## src/rtl/baud_pkg.sv

```systemverilog
// Shared helpers for the fractional baud-rate generator.
//   clog2     : ceiling log2 that can be used in parameter expressions
//   calc_inc  : rounded phase increment for a clock/baud/oversample setting
//   OS_W      : oversample counter width for the default oversample ratio
package baud_pkg;

    localparam int DEF_OVERSAMPLE = 16;

    function automatic int clog2(input longint value);
        int     width;
        longint rem;
        width = 0;
        rem   = value - 1;
        while (rem > 0) begin
            width = width + 1;
            rem   = rem >> 1;
        end
        return width;
    endfunction

    // round(baud * oversample * 2^acc_width / clk_freq), done in 64 bits
    // because the numerator overflows 32 bits for normal settings.
    function automatic longint calc_inc(input longint clk_freq,
                                        input longint baud,
                                        input longint oversample,
                                        input int     acc_width);
        longint num;
        num = baud * oversample * (longint'(1) << acc_width);
        return (num + clk_freq / 2) / clk_freq;
    endfunction

    localparam int OS_W = clog2(DEF_OVERSAMPLE);

endpackage

```

## src/rtl/baud_os_divider.sv

```systemverilog
// Divides the oversample carry down to mid-bit and bit-period ticks.
//   clk      : system clock
//   reset    : asynchronous active-high reset
//   sync     : phase restart, clears the counter and both ticks
//   carry    : accumulator carry, already qualified by the run enable
//   tick_mid : registered pulse on the carry that closes the first half bit
//   tick_bit : registered pulse on the carry that closes the bit period
module baud_os_divider
    import baud_pkg::*;
#(
    parameter int OVERSAMPLE = 16
) (
    input  logic clk,
    input  logic reset,
    input  logic sync,
    input  logic carry,
    output logic tick_mid,
    output logic tick_bit
);

    localparam int CNT_W = clog2(OVERSAMPLE);
    localparam logic [CNT_W-1:0] MID_CNT  = CNT_W'(OVERSAMPLE / 2 - 1);
    localparam logic [CNT_W-1:0] LAST_CNT = CNT_W'(OVERSAMPLE - 1);

    logic [CNT_W-1:0] os_cnt;

    // Counts oversample carries within a bit. OVERSAMPLE is a power of two,
    // so the natural binary wrap of os_cnt is the wrap at OVERSAMPLE.
    always_ff @(posedge clk or posedge reset) begin
        if (reset) begin
            os_cnt   <= '0;
            tick_mid <= 1'b0;
            tick_bit <= 1'b0;
        end else if (sync) begin
            os_cnt   <= '0;
            tick_mid <= 1'b0;
            tick_bit <= 1'b0;
        end else begin
            tick_mid <= carry && (os_cnt == MID_CNT);
            tick_bit <= carry && (os_cnt == LAST_CNT);
            if (carry) begin
                os_cnt <= os_cnt + CNT_W'(1);
            end
        end
    end

endmodule

```

## src/rtl/baud_rate_gen.sv

```systemverilog
// Fractional baud-rate generator: a phase accumulator with a programmable
// increment, producing oversample, mid-bit and bit-period ticks.
//   clk      : system clock
//   reset    : asynchronous active-high reset
//   en       : run enable, phase frozen while low
//   sync     : phase restart strobe (start-bit realignment)
//   inc_load : load strobe for inc_in
//   inc_in   : new phase increment
//   inc_q    : currently active increment
//   tick_os  : oversample tick, one-cycle pulse
//   tick_mid : mid-bit tick, one-cycle pulse
//   tick_bit : bit-period tick, one-cycle pulse
module baud_rate_gen
    import baud_pkg::*;
#(
    parameter int CLK_FREQ    = 50000000,
    parameter int BAUD        = 115200,
    parameter int OVERSAMPLE  = 16,
    parameter int ACC_WIDTH   = 20,
    parameter int DEFAULT_INC = int'(calc_inc(CLK_FREQ, BAUD, OVERSAMPLE, ACC_WIDTH))
) (
    input  logic                 clk,
    input  logic                 reset,
    input  logic                 en,
    input  logic                 sync,
    input  logic                 inc_load,
    input  logic [ACC_WIDTH-1:0] inc_in,
    output logic [ACC_WIDTH-1:0] inc_q,
    output logic                 tick_os,
    output logic                 tick_mid,
    output logic                 tick_bit
);

    logic [ACC_WIDTH-1:0] acc;
    logic [ACC_WIDTH:0]   sum;
    logic                 carry;
    logic                 step;

    assign sum   = {1'b0, acc} + {1'b0, inc_q};
    assign carry = sum[ACC_WIDTH];
    assign step  = en & carry;

    // Phase accumulator and oversample tick; sync beats en and any carry.
    always_ff @(posedge clk or posedge reset) begin
        if (reset) begin
            acc     <= '0;
            tick_os <= 1'b0;
        end else if (sync) begin
            acc     <= '0;
            tick_os <= 1'b0;
        end else if (en) begin
            acc     <= sum[ACC_WIDTH-1:0];
            tick_os <= carry;
        end else begin
            tick_os <= 1'b0;
        end
    end

    // Increment register; the sum above still uses the old value this edge.
    always_ff @(posedge clk or posedge reset) begin
        if (reset) begin
            inc_q <= ACC_WIDTH'(DEFAULT_INC);
        end else if (inc_load) begin
            inc_q <= inc_in;
        end
    end

    baud_os_divider #(
        .OVERSAMPLE(OVERSAMPLE)
    ) u_os_divider (
        .clk     (clk),
        .reset   (reset),
        .sync    (sync),
        .carry   (step),
        .tick_mid(tick_mid),
        .tick_bit(tick_bit)
    );

endmodule

```

## config.mk

```make
export PLATFORM = sky130hd
export DESIGN_NAME = baud_rate_gen
export DESIGN_NICKNAME = d
export VERILOG_FILES = /design/src/rtl/baud_pkg.sv /design/src/rtl/baud_os_divider.sv /design/src/rtl/baud_rate_gen.sv
export SDC_FILE = /design/constraint.sdc
export NUM_CORES = 1
export LEC_CHECK = 0
export ABC_AREA = 1
export BUFFER_PORTS_ARGS = -buffer_cell sky130_fd_sc_hd__buf_2
export CORE_ASPECT_RATIO = 0.7
export CORE_UTILIZATION = 57
export DETAILED_ROUTE_END_ITERATION = 10
export GPL_ROUTABILITY_DRIVEN = 0
export GPL_TIMING_DRIVEN = 0
export PLACE_DENSITY = 0.89
export SETUP_SLACK_MARGIN = 0.1
export SLEW_MARGIN = 20
export SYNTH_ARGS = -nofsm -noshare
export SYNTH_HDL_FRONTEND = slang
export SYNTH_SLANG_ARGS = --single-unit
export TNS_END_PERCENT = 1
```

## constraint.sdc

```tcl
create_clock -name clk -period 2.15 [get_ports clk]
set_input_delay 0.215 -clock clk [delete_from_list [all_inputs] [get_ports clk]]
set_output_delay 0.215 -clock clk [all_outputs]
set_load 0.01 [all_outputs]
```

==> impl_metrics.env, run 1 <==
export IMPL_status="finished clean"
export IMPL_place_ws_ns=0.139
export IMPL_numCtsBuffers=5
export IMPL_grt_pass1_vias=2758
export IMPL_yosysSeqAreaShare_pct=37.5
export IMPL_whs_path_depth=2
export IMPL_setup_viol=0
export IMPL_drv_slew=0
export IMPL_synth_edf_count=0
export IMPL_vdd_drop_max_v=0.000555
export IMPL_critical_path_top_delay_family="simple AND/OR/NAND/NOR gates"
export IMPL_yosys_warnings=0
export IMPL_layout_nets=513
export IMPL_fillers=432
export IMPL_syn_inst=411
export IMPL_antenna_found_initial=0
export IMPL_syn_area_um2=3180
export IMPL_worstSetupPathType="reg2reg"
export IMPL_rrSetupSlack_ns=0.14
export IMPL_ys_ff_latch=47
export IMPL_drt_pass1_iterations=5
export IMPL_post_cts_buffers=0
export IMPL_hold_end="inc_q[4]$_DFFE_PP1P_"
export IMPL_cp_slowest_cell="dfstp_2"
export IMPL_r2r_end="acc[17]$_DFFE_PP0P_"
export IMPL_clkLatencyLatePin_ns=0.31
export IMPL_synth_area_top_cells="dfrtp_1 28%, nand2_1 18%, dfstp_2 9.9%, ha_1 8.3%, mux2_2 7.1%"
export IMPL_clkTransAtPathRegs_ns=0.09
export IMPL_ys_flop_type="dfrtp_1"
export IMPL_syn2layout_area_growth_pct=15.2
export IMPL_die_area_um2=5890
export IMPL_timing_setup_tns_ns=0
export IMPL_drive_above_1_share_pct=25.9
export IMPL_worstMarginPinSlew_ns=0.580
export IMPL_maxCapViolCount=0
export IMPL_routed_wl_um=7170
export IMPL_cts_sink_count=47
export IMPL_max_slew_margin_pct=61.3
export IMPL_grtUsageTotal_pct=26.1
export IMPL_r2r_cells=9
export IMPL_postPlaceCellArea_um2=3520
export IMPL_hold_class="in2reg"
export IMPL_yosys_top_cells_count="149 x nand2_1, 44 x inv_1, 35 x dfrtp_1"
export IMPL_stdcell_area_um2=3660
export IMPL_antenna_cells=0
export IMPL_io_buffers=46
export IMPL_cts_tree="yes"
export IMPL_core_area_um2=5310
export IMPL_syn_nets=458
export IMPL_cts_root_buf="clkbuf_8"
export IMPL_crit_path_max_incr_delay_ns=0.55
export IMPL_post_drt_wl_per_cell_um=13.3
export IMPL_rsz0062_at_grt="yes"
export IMPL_instances_no_fill=539
export IMPL_r2r_start="inc_q[7]$_DFFE_PP1P_"
export IMPL_path_depth=9
export IMPL_dieHeight_um=64.5
export IMPL_async_reset_ff_share_pct=100
export IMPL_place_inst=530
export IMPL_dp_hpwl_um=5470
export IMPL_std_cell_rows=22
export IMPL_die_x_um=91.3
export IMPL_fin_hold_ws_ns=0.131
export IMPL_grt_max_degree=28
export IMPL_end_kind="register"
export IMPL_hold_viol=0
export IMPL_skew_ns=0.00495
export IMPL_hold_start="inc_in[4]"
export IMPL_dr_first_iter_drc_count=256
export IMPL_cp_max_fo=5
export IMPL_post_synth_top_count_cell="nand2_1"
export IMPL_finalCriticalPeriod_ns=2.01
export IMPL_grt_pass1_wl_um=12100
export IMPL_synth_cell_type_count=35
export IMPL_min_period_over_period_pct=93.3
export IMPL_power_leakage_nw=2.03
export IMPL_path_buf_inv=1
export IMPL_p_per_area_nw_per_um2=1080
export IMPL_worstPathArrival_ns=2.21
export IMPL_h_tree_depth=2
export IMPL_overflow=0
export IMPL_ant_nets=0
export IMPL_path_cells="ha_1 -> nand2_1 -> inv_1 -> a21oi_1 -> nand3_1 -> nand2_1 -> nand3_1 -> nand3_1 -> nand2_1"
export IMPL_startpoint_type="register"
export IMPL_max_freq_ghz=0.499
export IMPL_worst_slack_ns=0.145
export IMPL_clock_path_buffers=2
export IMPL_avgSynthCellArea_um2=7.74
export IMPL_ios=48
export IMPL_synth_top_area_share_pct=27.5
export IMPL_cp_required_ns=2.35
export IMPL_synth_top_cell_by_area="dfrtp_1"
export IMPL_start_util_pct=59.8
export IMPL_vias=2890
export IMPL_drc=0
export IMPL_via_per_inst=5.36
## sequential cells by signal (all words and copies together), names as in the netlist
signal / flops
u_os_divider.os_cnt: 4
inc_q: 20
tick_os: 1
u_os_divider.tick_bit: 1
u_os_divider.tick_mid: 1
acc: 20
## placed cells by master (no fill, tap or decap), drive strengths merged
| master | Yosys | final |
|---|---|---|
| a21oi | 15 | 15 |
| a22o | 2 | 2 |
| a32o | 1 | 1 |
| buf | 4 | 51 |
| bufinv | 0 | 1 |
| clkbuf | 1 | 6 |
| clkinv | 0 | 1 |
| dfrtp | 35 | 35 |
| dfstp | 12 | 12 |
| dlygate4sd3 | 0 | 1 |
| fa | 1 | 1 |
| ha | 21 | 21 |
| inv | 49 | 50 |
| mux2 | 20 | 20 |
| nand2 | 156 | 156 |
| nand3 | 32 | 32 |
| nand3b | 8 | 8 |
| nand4 | 6 | 6 |
| nor2 | 29 | 29 |
| nor3 | 5 | 5 |
| o21ai | 7 | 7 |
| o21bai | 1 | 1 |
| o31ai | 1 | 1 |
| or2 | 1 | 1 |
| xnor2 | 2 | 2 |
| xor2 | 2 | 2 |
## kinds of logic (layout without fill, tap and decap cells)
| family | Yosys count | after routing | share of synthesized area, % |
|---|---|---|---|
| buf+inv | 54 | 110 | 6.61 |
| xor+xnor | 4 | 4 | 1.10 |
| simple gates | 237 | 237 | 33.7 |
| flops | 47 | 47 | 37.5 |
| mux | 20 | 20 | 7.08 |
| compound gates | 27 | 27 | 5.16 |
| fa+ha+maj | 22 | 22 | 8.89 |
## cell type report
cell class	instances	area, um^2	share of cell area [%]
inverter	49	184	5.02
timing repair buffer	48	260	7.10
buffer	5	26.3	0.717
clock inverter	3	47.5	1.30
sequential	47	1190	32.5
multi-input combinational	310	1800	49.0
clock buffer	5	68.8	1.88
tap	72	90.1	2.46
## per-stage QoR
step                      utilization, %  power [mW]
after global placement              65.9        3.12
final                               69.0        3.97
after floorplan                        -        2.77
after CTS                           68.6        3.93
after detailed placement            66.3        3.23
after global routing                69.0        4.30
## how the worst max path moves through the flow
stage / startpoint / to
2_1_floorplan: inc_q[0]$_DFFE_PP1P_ / acc[4]$_DFFE_PP0P_
3_3_place_gp: inc_q[0]$_DFFE_PP1P_ / acc[16]$_DFFE_PP0P_
3_5_place_dp: inc_q[0]$_DFFE_PP1P_ / acc[16]$_DFFE_PP0P_
4_1_cts: acc[0]$_DFFE_PP0P_ / acc[10]$_DFFE_PP0P_
5_1_grt: inc_q[7]$_DFFE_PP1P_ / acc[17]$_DFFE_PP0P_
6_report: inc_q[7]$_DFFE_PP1P_ / acc[17]$_DFFE_PP0P_
## report_power, final
group / switching [mW] / internal (mW)
Sequential: 0.125 / 1.10
Clock: 0.320 / 0.353
Combinational: 1.33 / 0.742
Total: 1.77 / 2.19
## layer usage
| metal | track usage [%] | up-vias | share of wire, % | routed length (um) |
|---|---|---|---|---|
| met3 | 4.11 | 14 | 5.7 | 412 |
| met4 | 9.33 | 0 | 1.5 | 104 |
| met1 | 36.5 | 1344 | 47 | 3390 |
| met2 | 41.6 | 97 | 45 | 3260 |
| li1 | - | 1435 | - | - |
| met5 | 0 | - | 0 | 0 |
## what timing repair did
item | in CTS | in global routing
hold buffers | 1 | 0
setup endpoints to repair | 0 | 9
endpoints found under the hold margin | 15 | 0
resized for setup | 0 | 5
## worst register-to-register path, stage by stage (launching register included)
cell     delay [ns]
dfstp_2        0.55
ha_1           0.28
nand2_1        0.14
inv_1          0.07
a21oi_1        0.22
nand3_1        0.22
nand2_1        0.18
nand3_1        0.10
nand3_1        0.09
nand2_1        0.05
Note: power is estimated with default switching activity, not from simulation.
==> run 2: changes to the inputs <==
==> constraint.sdc (replaced) <==
create_clock -name clk -period 1.99 [get_ports clk]
set_input_delay 0.199 -clock clk [delete_from_list [all_inputs] [get_ports clk]]
set_output_delay 0.199 -clock clk [all_outputs]
set_load 0.01 [all_outputs]
==> impl_metrics.env, run 2 (same netlist as run 1, synthesis figures left out) <==
export IMPL_status="finished clean"
export IMPL_intPower_mw=2.58
export IMPL_worstMarginPinSlew_ns=0.572
export IMPL_finalCriticalPeriod_ns=1.92
export IMPL_drive_above_1_share_pct=32.8
export IMPL_postPlaceCellArea_um2=3520
export IMPL_worstPathArrival_ns=2.18
export IMPL_p_per_area_nw_per_um2=1210
export IMPL_total_power_mw=4.73
export IMPL_setup_viol=0
export IMPL_maxCapViolCount=0
export IMPL_antenna_cells=0
export IMPL_std_cell_rows=22
export IMPL_fin_hold_ws_ns=0.109
export IMPL_die_area_um2=5890
export IMPL_r2r_cells=10
export IMPL_clockPowerShare_pct=15.5
export IMPL_cp_max_fo=7
export IMPL_max_slew_margin_pct=61.8
export IMPL_comb_power_share_pct=55.7
export IMPL_overflow=0
export IMPL_whs_path_depth=2
export IMPL_final_common_cell="nand2_1"
export IMPL_clkTransAtPathRegs_ns=0.09
export IMPL_worstSetupPathType="reg2reg"
export IMPL_start_util_pct=59.8
export IMPL_fillers=376
export IMPL_grt_max_degree=28
export IMPL_cts_tree="yes"
export IMPL_hold_end="inc_q[2]$_DFFE_PP1P_"
export IMPL_post_drt_wl_per_cell_um=15.2
export IMPL_cp_required_ns=2.25
export IMPL_routed_wl_um=8330
export IMPL_startpoint_type="register"
export IMPL_hold_start="inc_in[2]"
export IMPL_drc=0
export IMPL_grtUsageTotal_pct=26.9
export IMPL_h_tree_depth=2
export IMPL_min_period_over_period_pct=96.5
export IMPL_clock_path_buffers=2
export IMPL_vias=3061
export IMPL_layout_nets=521
export IMPL_ios=48
export IMPL_antenna_found_initial=0
export IMPL_via_per_inst=5.60
export IMPL_cts_sink_count=47
export IMPL_power_leakage_nw=2.08
export IMPL_vdd_drop_max_v=0.000721
export IMPL_dp_hpwl_um=5470
export IMPL_stdcell_area_um2=3900
export IMPL_hold_viol=0
export IMPL_end_kind="register"
export IMPL_clkLatencyLatePin_ns=0.31
export IMPL_ant_nets=0
export IMPL_dr_first_iter_drc_count=311
export IMPL_r2r_end="u_os_divider.os_cnt[1]$_DFFE_PP0P_"
export IMPL_p_sw_mw=2.15
export IMPL_layout_common_cells="141 x nand2_1, 49 x buf_2, 43 x inv_1, 35 x dfrtp_1, 23 x nand3_1"
export IMPL_rsz0062_at_grt="yes"
export IMPL_skew_ns=0.00540
export IMPL_top_regs="acc (20), inc_q (20), u_os_divider.os_cnt (4)"
export IMPL_numCtsBuffers=5
export IMPL_core_area_um2=5310
export IMPL_max_freq_ghz=0.521
export IMPL_drv_slew=0
export IMPL_p_sw_share_pct=45.4
export IMPL_die_x_um=91.3
export IMPL_hold_class="in2reg"
export IMPL_io_buffers=46
export IMPL_drt_pass1_iterations=5
export IMPL_cts_root_buf="clkbuf_8"
export IMPL_dieHeight_um=64.5
export IMPL_grt_pass1_wl_um=12400
export IMPL_rrSetupSlack_ns=0.07
export IMPL_syn2layout_area_growth_pct=22.8
export IMPL_r2r_start="inc_q[9]$_DFFE_PP1P_"
export IMPL_p_seq_share_pct=28.9
export IMPL_grt_pass1_vias=2804
## run 2: area by class of cell
class                   count  area, um^2  area share (%)
plain buffers               5        26.3           0.673
clock buffers               5        68.8            1.76
clock inverters             3        47.5            1.22
inverters                  49         184            4.71
multi-input cells         310        1980            50.6
flip-flops and latches     47        1190            30.5
well taps                  72        90.1            2.31
repair buffers             56         320            8.21
## run 2: power by group through the flow
stage               Sequential (mW)  Combinational, mW  Clock (mW)
floorplan                      1.33               1.66           0
global placement               1.32               2.05           0
detailed placement             1.34               2.15           0
CTS                            1.32               2.22       0.736
global route                   1.39               2.88       0.783
finish                         1.36               2.63       0.732
## run 2: critical path: stages (launching register included)
cell	delay [ns]
dfstp_2	0.58
ha_4	0.23
nand2_1	0.09
nand2_2	0.10
a21oi_4	0.21
nand2_1	0.12
nand2_2	0.10
nand3_4	0.11
nand2_4	0.14
nand3_1	0.10
nand2_1	0.09
## run 2: worst max path at each step
stage                              start                                  to  slack, ns  depth (start not counted)
CTS                   acc[0]$_DFFE_PP0P_                 acc[10]$_DFFE_PP0P_       0.07                         11
floorplan           inc_q[0]$_DFFE_PP1P_                  acc[4]$_DFFE_PP0P_       0.16                          6
finish              inc_q[9]$_DFFE_PP1P_  u_os_divider.os_cnt[1]$_DFFE_PP0P_       0.07                         10
global route          acc[0]$_DFFE_PP0P_                  acc[8]$_DFFE_PP0P_       0.02                          9
global placement    inc_q[0]$_DFFE_PP1P_                 acc[16]$_DFFE_PP0P_     -0.003                         10
detailed placement  inc_q[0]$_DFFE_PP1P_                 acc[16]$_DFFE_PP0P_      -0.02                         10
## run 2: metal layers
metal,track usage (%),wire [um]
met1,37.2,3590
met2,43.7,3890
met3,4.11,616
met4,9.13,243
met5,0,0
## run 2: what timing repair did
action | CTS | global route
pin swaps | 2 | 5
gates resized for setup | 7 | 30
endpoints found under the setup margin | 15 | 21
gates cloned | 0 | 0
hold buffers | 1 | 0
buffers inserted | 1 | 7
endpoints found under the hold margin | 15 | 0
## run 2: metrics by stage
stage	setup TNS, ns	setup WS (ns)	std cells	utilization (%)
after floorplan	0	0.156	411	-
after CTS	0	0.0717	540	69.3
after detailed placement	-0.0241	-0.0207	530	66.3
after global placement	-0.00315	-0.00315	529	65.9
after global routing	0	0.0195	547	73.5
final	0	0.0699	547	73.5
